**config.mk**
```make
export PLATFORM = sky130hd
export DESIGN_NAME = seq_detect_ctrl
export DESIGN_NICKNAME = d
export VERILOG_FILES = /design/src/rtl/seq_detect_ctrl.sv
export SDC_FILE = /design/constraint.sdc
export NUM_CORES = 1
export LEC_CHECK = 0
export ABC_AREA = 1
export BUFFER_PORTS_ARGS = -buffer_cell sky130_fd_sc_hd__clkbuf_2
export CAP_MARGIN = 30
export CORE_UTILIZATION = 55
export CTS_CLUSTER_SIZE = 40
export DETAILED_ROUTE_END_ITERATION = 8
export PLACE_DENSITY = 0.89
export RECOVER_POWER = 50
export SYNTH_ARGS = -nofsm -noshare
export SYNTH_HDL_FRONTEND = slang
export SYNTH_SLANG_ARGS = --single-unit
```
**constraint.sdc**
```tcl
create_clock -name clk -period 3.79 [get_ports clk]
set_input_delay 0.758 -clock clk [delete_from_list [all_inputs] [get_ports clk]]
set_output_delay 0.758 -clock clk [all_outputs]
set_load 0.02 [all_outputs]
```
**src/rtl/seq_detect_ctrl.sv**
```systemverilog
// seq_detect_ctrl: programmable serial bit-pattern detector with
// match counting, overlap control and auto-stop at a target count.
module seq_detect_ctrl #(
  parameter int MAX_LEN = 8,
  parameter int CNT_W   = 8
) (
  input  logic                     clk,
  input  logic                     reset,
  input  logic                     cfg_we,
  input  logic [MAX_LEN-1:0]       cfg_pattern,
  input  logic [$clog2(MAX_LEN):0] cfg_len,
  input  logic                     cfg_overlap,
  input  logic [CNT_W-1:0]         cfg_target,
  input  logic                     start,
  input  logic                     stop,
  input  logic                     in_valid,
  input  logic                     in,
  output logic                     out,
  output logic                     busy,
  output logic                     done,
  output logic [CNT_W-1:0]         match_count
);

  localparam int LW = $clog2(MAX_LEN) + 1;

  localparam logic [1:0] S_IDLE = 2'd0;
  localparam logic [1:0] S_RUN  = 2'd1;
  localparam logic [1:0] S_DONE = 2'd2;

  logic [1:0]         r_state;
  logic [MAX_LEN-1:0] r_pat;
  logic [LW-1:0]      r_len;
  logic               r_ovl;
  logic [CNT_W-1:0]   r_tgt;
  logic [MAX_LEN-1:0] r_hist;
  logic [LW-1:0]      r_fill;
  logic [CNT_W-1:0]   r_cnt;
  logic               r_out;

  logic [LW-1:0]      w_len_cl;
  logic [MAX_LEN-1:0] w_hist_nxt;
  logic [MAX_LEN-1:0] w_mask;
  logic [LW-1:0]      w_fill_inc;
  logic [CNT_W-1:0]   w_cnt_inc;
  logic               w_sample;
  logic               w_match;
  logic               w_restart;
  logic               w_to_done;
  logic [1:0]         w_state_nxt;

  always_comb begin
    w_len_cl = cfg_len;
    if (cfg_len < LW'(2))
      w_len_cl = LW'(2);
    else if (cfg_len > LW'(MAX_LEN))
      w_len_cl = LW'(MAX_LEN);
  end

  always_comb begin
    w_mask = '0;
    for (int i = 0; i < MAX_LEN; i++)
      w_mask[i] = (i < int'(r_len));
  end

  assign w_sample   = (r_state == S_RUN) && in_valid;
  assign w_hist_nxt = {r_hist[MAX_LEN-2:0], in};
  assign w_fill_inc = (r_fill == LW'(MAX_LEN)) ? r_fill
                                               : r_fill + 1'b1;

  // Fill must cover the pattern so stale history never matches.
  assign w_match = w_sample
                && (w_fill_inc >= r_len)
                && ((w_hist_nxt & w_mask) == (r_pat & w_mask));

  assign w_cnt_inc = (r_cnt == '1) ? r_cnt : r_cnt + 1'b1;

  assign w_restart = start && !stop
                  && ((r_state == S_IDLE) || (r_state == S_DONE));

  assign w_to_done = w_match && !stop
                  && (r_tgt != '0) && (w_cnt_inc == r_tgt);

  always_comb begin
    w_state_nxt = r_state;
    unique case (1'b1)
      stop:      w_state_nxt = S_IDLE;
      w_restart: w_state_nxt = S_RUN;
      w_to_done: w_state_nxt = S_DONE;
      default:   w_state_nxt = r_state;
    endcase
  end

  always_ff @(posedge clk) begin
    if (!reset) begin
      r_state <= S_IDLE;
      r_pat   <= MAX_LEN'(3'b101);
      r_len   <= LW'(3);
      r_ovl   <= 1'b1;
      r_tgt   <= '0;
      r_hist  <= '0;
      r_fill  <= '0;
      r_cnt   <= '0;
      r_out   <= 1'b0;
    end else begin
      r_state <= w_state_nxt;
      r_out   <= w_match;
      if ((r_state == S_IDLE) && cfg_we) begin
        r_pat <= cfg_pattern;
        r_len <= w_len_cl;
        r_ovl <= cfg_overlap;
        r_tgt <= cfg_target;
      end
      if (w_restart) begin
        r_hist <= '0;
        r_fill <= '0;
        r_cnt  <= '0;
      end else if (w_sample) begin
        r_hist <= w_hist_nxt;
        r_fill <= (w_match && !r_ovl) ? '0 : w_fill_inc;
        if (w_match)
          r_cnt <= w_cnt_inc;
      end
    end
  end

  assign out         = r_out;
  assign busy        = (r_state == S_RUN);
  assign done        = (r_state == S_DONE);
  assign match_count = r_cnt;

endmodule

```
==> impl_metrics.yaml <==
logic_synthesis:
  synth-seq-cells: 43
  syn_area_per_cell_um2: 6.80
  ys_types: 30
  syn_nets: 383
  syn_inst: 348
  syn_area_mm2: 0.00236
  synth_sequential_area_ratio: 0.364
  synth_warnings: 0
layout:
  nets: 420
  n_antenna_cell: 0
  mostFrequentLayoutCells: "nand2_1, inv_1, dfxtp_1"
  design_area_mm2: 0.00269
  layout-drive-gt1-share: 0.150
  final_common_cell: "nand2_1"
  area_delta_synth_final_pct: 13.8
power_and_ir_drop:
  p_per_area_mw_per_mm2: 370
  p_leak_uw: 0.00128
  ir_drop_mv: 0.277
die:
  die-area_mm2: 0.00457
  die_h_um: 67.6
  fp.coreArea_mm2: 0.00406
  die_x_um: 67.6
  ioPinCount: 39
  initial_utilization: 0.583
  fp-row-count: 23
job:
  max_cap_viol_count: 0
sta:
  relSlewSlack: 0.144
  rsz0062_at_grt: "no"
  tightest_slew_ns: 1.28
  slew_violations: 0
  fin_crit_ns: 2.38
  period_share: 0.628
  setup_tns_ns: 0
  setup_violations: 0
  fin_worst_skew_ns: 0.00895
  timing_hold_violations_final: 0
  fmax_mhz: 420
clock_tree:
  postCtsResizedCells: 0
  cts_sinks: 43
  cts_hold_buf: 0
  clock_path_buffers: 2
  cts_buffers: 5
  h-tree-depth: 2
  cts_tree: "built"
  clkTransAtPathRegs_ns: 0.08
  post_cts_buffers: 0
  clock_latency_ns: 0.30
  root_buffer: "clkbuf_8"
setup_path:
  critPathMaxFanout: 9
  start_kind: "flip-flop"
  critical_path_class: "flip-flop to flip-flop"
  endpoint_kind: "flip-flop"
  crit_required_ns: 3.99
  arrival_ns: 2.58
grt:
  grt_pass1_wl_um: 8480
  gr-usage-all-layers: 0.249
  grt_max_degree: 34
  grt.overflow.total: 0
  first_global_vias: 1914
  antenna_found_initial: 0
hold_path:
  min_path_type: "flip-flop to flip-flop"
drt:
  vias: 2306
  drtPass1Iterations: 4
  drt.antenna.violating_nets: 0
  post_drt_wl_per_cell_um: 12.0
  drcViolationCount: 0
  drtIter0Drc: 218
  drt-total-wl_um: 5220
  viasPerCell: 5.29
placed_design:
  port-buffer-count: 38
  place_area_mm2: 0.00258
  place_hpwl_um: 3830
  gp_congestion: 0.848
status:
  status: "complete, no violations"
[worst max-delay path, stage by stage, from the launching register on]
cell and delay, ns:
dfxtp_1 0.35, inv_1 0.10, ha_1 0.14, nand2_1 0.05, nor2_1 0.14, xor2_1 0.23
inv_1 0.07, ha_1 0.28, nand3_1 0.07, nand3_1 0.09, nand2_1 0.05, inv_1 0.08
nand3_2 0.17, or2_1 0.31, nand2_1 0.08, a21oi_1 0.06
[metal layers]
layer,track usage,routed length [um],up-vias
met1,0.332,2480,1027
met4,0.120,61,0
met2,0.387,2330,68
met5,0,0,-
met3,0.0405,338,6
li1,-,-,1205
[kinds of logic (layout without fill, tap and decap cells)]
logic type,Yosys count,count (layout),share of synthesized area
buffers and inverters,61,99,0.102
AO/OA/AOI/OAI,76,76,0.175
XOR/XNOR,8,8,0.0296
AND/OR/NAND/NOR,153,153,0.293
adder cells (fa/ha/maj),7,7,0.0370
flip-flops,43,43,0.364
[area by class of cell]
| class | instances | area (um2) |
|---|---|---|
| Sequential cell | 43 | 861 |
| Multi-Input combinational cell | 244 | 1260 |
| Fill cell | 352 | 1370 |
| Timing Repair Buffer | 40 | 194 |
| Inverter | 51 | 191 |
| Tap cell | 50 | 62.6 |
| Clock buffer | 6 | 82.6 |
| Clock inverter | 2 | 35.0 |
[cells in the mapped netlist]
| cell type | number | area [um2] |
|---|---|---|
| nand2_2 | 2 | 12.5 |
| or2_1 | 1 | 6.26 |
| nand3b_1 | 1 | 7.51 |
| nand2_1 | 76 | 285 |
| xnor2_1 | 4 | 35.0 |
| o211ai_1 | 3 | 22.5 |
| nand2_4 | 1 | 11.3 |
| a21oi_2 | 1 | 8.76 |
| a211oi_1 | 3 | 22.5 |
| nor2_2 | 2 | 12.5 |
| inv_1 | 48 | 180 |
| buf_6 | 1 | 11.3 |
| inv_2 | 3 | 11.3 |
| nor3_1 | 1 | 5.00 |
| o21bai_2 | 1 | 11.3 |
| nor2_1 | 29 | 109 |
| nand3_1 | 29 | 145 |
| nor2_4 | 2 | 22.5 |
| o21bai_1 | 1 | 7.51 |
| ha_1 | 7 | 87.6 |
| and3_1 | 1 | 6.26 |
| a31oi_1 | 5 | 31.3 |
| o21ai_0 | 33 | 165 |
| dfxtp_1 | 43 | 861 |
| clkbuf_1 | 8 | 30.0 |
| xor2_1 | 4 | 35.0 |
| buf_4 | 1 | 7.51 |
| nand3_2 | 5 | 50.1 |
| a21oi_1 | 29 | 145 |
| nand4_1 | 3 | 18.8 |
[flip-flops by register name (all words and copies together), names as in the netlist]
register and count:
r_len 4, r_state 2, r_pat 8, match_count 8, out 1, r_tgt 8, r_fill 4, r_ovl 1
r_hist 7
[where the power goes]
group / switching, uW / internal [uW] / leakage [uW]
Clock: 158 / 213 / 0.0000612
Combinational: 80.3 / 51.9 / 0.000863
Sequential: 18.6 / 474 / 0.000352
Total: 257 / 740 / 0.00128
[metrics by stage]
| step | instances | worst slack [ns] | total power [uW] | util | hold slack [ns] |
|---|---|---|---|---|---|
| 6_report | 436 | 1.41 | 996 | 0.663 | 0.481 |
| 5_1_grt | 436 | 1.11 | 1040 | 0.663 | 0.491 |
| 4_1_cts | 436 | 1.43 | 1000 | 0.666 | 0.481 |
| 3_5_place_dp | 428 | 1.46 | 634 | 0.637 | 0.458 |
| 3_3_place_gp | 428 | 1.54 | 629 | 0.637 | 0.459 |
| 2_1_floorplan | 348 | 1.68 | 594 | - | 0.434 |
[worst paths after layout]
kind / from / endpoint / slack (ns) / cells past startpoint
setup reg to reg: r_fill[0] / r_fill[2] / 1.41 / 15
hold / removal: r_hist[1] / r_hist[2] / 0.48 / 2
setup / recovery: r_fill[0] / r_fill[2] / 1.41 / 15
hold reg to reg: r_hist[1] / r_hist[2] / 0.48 / 2
(Power assumes the default switching activity.)
